==> config.mk <==
export PLATFORM = sky130hd
export DESIGN_NAME = data_out_port
export DESIGN_NICKNAME = d
export VERILOG_FILES = /design/src/rtl/data_out_port.sv
export SDC_FILE = /design/constraint.sdc
export NUM_CORES = 1
export LEC_CHECK = 0
export ABC_AREA = 0
export CAP_MARGIN = 10
export CORE_UTILIZATION = 60
export CTS_CLUSTER_DIAMETER = 60
export DETAILED_ROUTE_END_ITERATION = 8
export DONT_BUFFER_PORTS = 1
export PLACE_DENSITY = 0.74
export SYNTH_ARGS = -nofsm -noshare
export SYNTH_HDL_FRONTEND = slang
export SYNTH_SLANG_ARGS = --single-unit
export TNS_END_PERCENT = 100
==> constraint.sdc <==
create_clock -name clk -period 2.9 [get_ports clk]
set_input_delay 0.29 -clock clk [delete_from_list [all_inputs] [get_ports clk]]
set_output_delay 0.29 -clock clk [all_outputs]
set_load 0.01 [all_outputs]
==> src/rtl/data_out_port.sv <==
// Egress byte port: small FIFO fed by the router, drained onto the external
// bus one byte at a time with a four-phase data_on_bus / bus_ack handshake.
module data_out_port #(
  parameter int DATA_W = 8,
  parameter int DEPTH  = 4,
  parameter int ADDR_W = 2
) (
  input  logic              clk,
  input  logic              reset,
  input  logic [DATA_W-1:0] fwd_data,
  input  logic              fwd_valid,
  output logic              fwd_ready,
  output logic [DATA_W-1:0] bus_data,
  output logic              data_on_bus,
  input  logic              bus_ack,
  output logic [ADDR_W:0]   count,
  output logic              busy
);

  typedef enum logic [1:0] {
    IDLE,
    DRIVE,
    RELEASE
  } state_t;

  state_t              state_q, state_d;
  logic [DATA_W-1:0]   mem_q [DEPTH];
  logic [ADDR_W-1:0]   wr_ptr_q, wr_ptr_d;
  logic [ADDR_W-1:0]   rd_ptr_q, rd_ptr_d;
  logic [ADDR_W:0]     count_q, count_d;
  logic [DATA_W-1:0]   bus_data_q, bus_data_d;
  logic                data_on_bus_q, data_on_bus_d;
  logic                push;
  logic                pop;

  // Ready comes from the registered count, so a push never lands on a full FIFO.
  assign fwd_ready   = (count_q != (ADDR_W+1)'(DEPTH));
  assign push        = fwd_valid && fwd_ready;
  assign bus_data    = bus_data_q;
  assign data_on_bus = data_on_bus_q;
  assign count       = count_q;
  assign busy        = (state_q != IDLE);

  always_comb begin
    state_d       = state_q;
    bus_data_d    = bus_data_q;
    data_on_bus_d = data_on_bus_q;
    pop           = 1'b0;
    unique case (state_q)
      IDLE: begin
        // A bus_ack still high from a previous transfer holds off the request.
        if ((count_q != '0) && !bus_ack) begin
          state_d       = DRIVE;
          bus_data_d    = mem_q[rd_ptr_q];
          data_on_bus_d = 1'b1;
          pop           = 1'b1;
        end
      end
      DRIVE: begin
        if (bus_ack) begin
          state_d       = RELEASE;
          data_on_bus_d = 1'b0;
        end
      end
      RELEASE: begin
        if (!bus_ack) begin
          if (count_q != '0) begin
            state_d       = DRIVE;
            bus_data_d    = mem_q[rd_ptr_q];
            data_on_bus_d = 1'b1;
            pop           = 1'b1;
          end else begin
            state_d = IDLE;
          end
        end
      end
      default: begin
        state_d       = IDLE;
        data_on_bus_d = 1'b0;
      end
    endcase
  end

  always_comb begin
    wr_ptr_d = wr_ptr_q + ADDR_W'(push);
    rd_ptr_d = rd_ptr_q + ADDR_W'(pop);
    count_d  = count_q + (ADDR_W+1)'(push) - (ADDR_W+1)'(pop);
  end

  always_ff @(posedge clk or posedge reset) begin
    if (reset) begin
      state_q       <= IDLE;
      wr_ptr_q      <= '0;
      rd_ptr_q      <= '0;
      count_q       <= '0;
      bus_data_q    <= '0;
      data_on_bus_q <= 1'b0;
    end else begin
      state_q       <= state_d;
      wr_ptr_q      <= wr_ptr_d;
      rd_ptr_q      <= rd_ptr_d;
      count_q       <= count_d;
      bus_data_q    <= bus_data_d;
      data_on_bus_q <= data_on_bus_d;
    end
  end

  // Storage needs no reset; the pointers and count define what is valid.
  always_ff @(posedge clk) begin
    if (push) begin
      mem_q[wr_ptr_q] <= fwd_data;
    end
  end

endmodule

==> metrics.md <==
| Metric | Value |
|---|---|
| Status | complete, no violations |
| FMAX | 425 MHz |
| Synth-to-layout area growth | 8.47% |
| Crit path time final | 2350 ps |
| Core area | 0.00308 mm^2 |
| EDFF count, synth | 32 |
| Top_reg_cell synth | edfxtp_1 |
| Max VDD drop | 0.500 mV |
| Final period util | 81.1% |
| MaxCap Viol Count | 0 |
| Total grt overflow | 0 |
| Post-synthesis cell area | 0.00196 mm^2 |
| Drt total wl | 2760 um |
| Cells after DPL | 145 |
| Largest cells by area after synthesis | edfxtp_1 (49%), dfrtp_1 (23%), mux4_2 (9.2%) |
| First-pass GRT wire length | 4450 um |
| Row count | 20 |
| Critical Path AT | 2640 ps |
| Type of the most critical hold path | primary input to flip-flop |
| Port Buffer Count | 0 |
| Startpoint type of the worst setup path | flip-flop |
| Post-route cell area | 0.00213 mm^2 |
| Asr flop ratio synth | 36.0% |
| Final setup TNS | 0 ps |
| Worst Tran Pin Value | 685 ps |
| Final #Nets | 130 |
| Syn. warnings | 0 |
| Yosys top cell area share | 48.9% |
| CTS clk-pin slew, worst paths | 140 ps |
| Number of fill cells in the layout | 207 |
| Die height | 59.2 um |
| Netlist cell types | 26 |
| DRT Pass-1 Iters | 4 |
| Sequential Area | 0.00141 mm^2 |
| DR DRC count | 0 |
| Via count | 897 |
| Static Leak | 0.795 nW |
| Initial antenna violation count | 0 |
| Pwr Total | 2.10 mW |
| Worst Hold Launch | fwd_data[1] |
| Mean Syn Cell Area | 19.4 um^2 |
| Share of layout cells above drive strength 1 | 25.9% |
| Top cells by count, synth | edfxtp_1 (32), dfrtp_1 (18), mux4_2 (8), mux2_4 (5), xnor2_1 (5) |
| Global Route Usage Sum | 19.0% |
| Critical Path RT | 3190 ps |
| Clock Latency Late Sink | 360 ps |
| Slew Limit Headroom | 54.3% |
| Worst Skew | 17.8 ps |
| Drt wl/cell | 17.3 um |
| Reg2Reg Launch Point | count[1]$_DFF_PP0_ |
| H-tree depth | 2 |
| Final Non-Filler Cells | 160 |
| Clock buffer depth | 2 |
| Vias per cell | 5.61 |
| Crit Path Max Fanout | 5 |
| Initial Util | 63.8% |
| CTS Buf Count | 5 |
| CP startpoint | count[1]$_DFF_PP0_ |
| Final hold violations | 0 |
| Placed Area | 0.00201 mm^2 |
| Max Slew Vio Count | 0 |
| CP Class | flip-flop to flip-flop |
| Syn_nets | 116 |
| Post-CTS Setup Bufs | 0 |
| Synthesized instance count | 101 |
| CTS tree | built |
| #FFs+latches synth | 50 |
| Routed Antenna Nets | 0 |
| Number of I/O pins | 26 |
| Setup repair after global routing missed its margin | false |
| Die W | 59.2 um |
| Vias in the first global route | 963 |
| Clk sink count | 50 |
| Pwr Density | 988 mW/mm^2 |
| Post-CTS sizing | 0 |
| Area occupied by multi-input gates | 500 um^2 |
| Routability cong. | 0.667 |
| Sequential share of the synthesized area | 71.8% |
| Post-DP HPWL | 1780 um |
| Most instantiated library cell after synthesis | edfxtp_1 |
| Crit. End Element | flip-flop |
| Largest net degree at the start of global routing | 19 |
| Diode count | 0 |
| Die area | 0.00351 mm^2 |
| Iteration-0 DRC Markers | 36 |
| CTS root buffer | clkbuf_4 |
| Final setup vio count | 0 |
| Post-synth top area cell | edfxtp_1 |
[cell families (layout without fill, tap and decap cells)]
kind of cell | Yosys count | count (layout) | share of synthesized area (%)
DFF | 50 | 50 | 71.8
xor gates and xnor gates | 7 | 7 | 3.12
buffers and inverters | 7 | 22 | 2.67
adders and majority gates | 3 | 3 | 2.29
and+or+nand+nor | 17 | 17 | 5.10
AOI/OAI and AO/OA | 1 | 1 | 0.255
muxes | 16 | 16 | 14.7
[stage by stage]
step,setup slack [ps],utilization [%],hold WS (ps)
finish,548,69.2,34.8
global route,407,69.2,2.23
global placement,616,65.2,311
CTS,524,67.3,4.86
detailed placement,554,65.2,317
floorplan,676,-,229
[cells in the final DEF, fill, tap and decap left out, drive strengths merged, types with 2 or more instances in the layout]
cell,synthesis,routed
dfrtp,18,18
buf,3,4
nand2,5,5
clkbuf,1,7
mux4,8,8
nor3,2,2
nor3b,2,2
inv,3,3
dlygate4sd3,0,7
mux2,8,8
xor2,2,2
xnor2,5,5
ha,2,2
edfxtp,32,32
[layer usage]
layer | global-route usage (%) | part of all wire (%)
met5 | 0 | 0
met4 | 7.14 | 1.6
met3 | 6.99 | 4.3
met2 | 31.5 | 54
met1 | 22.9 | 40
[worst max-delay path, cell delays in order, from the launching register on]
cell     delay, ps
dfrtp_1        460
or3b_2         540
nand2_2        140
inv_1           90
xnor2_1        130
ha_1           200
fa_1           400
xnor2_1        180
xnor2_1        140
[sequential cells by signal, summed over array words and instances, names as in the netlist]
name,count
state_q,2
wr_ptr_q,2
rd_ptr_q,2
data_on_bus,1
mem_q,32
count,3
bus_data,8
[final cells by class]
class	instances	area share (%)
repair buffers	11	4.70
multi-input cells	44	23.5
inverters	3	0.528
flip-flops and latches	50	66.2
clock buffers	7	2.11
well taps	44	2.58
clock inverters	1	0.352
[report_power, final]
group          internal (mW)  total [mW]  switching, mW
logic                  0.362       0.590          0.228
registers              0.992        1.22          0.228
clock network         0.0960       0.295          0.199
total                   1.45        2.10          0.655
[final timing paths]
kind	slack (ps)	cells past startpoint	end
min	30	0	mem_q[1][1]$_DFFE_PP_
min in group asynchronous	460	2	count[0]$_DFF_PP0_
max	550	8	count[2]$_DFF_PP0_
max reg2reg	550	8	count[2]$_DFF_PP0_
min reg2reg	550	1	wr_ptr_q[1]$_DFF_PP0_
max in group asynchronous	1980	2	rd_ptr_q[0]$_DFF_PP0_
[what timing repair did]
item / 4_1_cts / 5_1_grt
setup endpoints to repair: 0 / 0
endpoints found under the hold margin: 18 / 24
hold buffers: 1 / 6
Power figures use the tool's default switching activity.
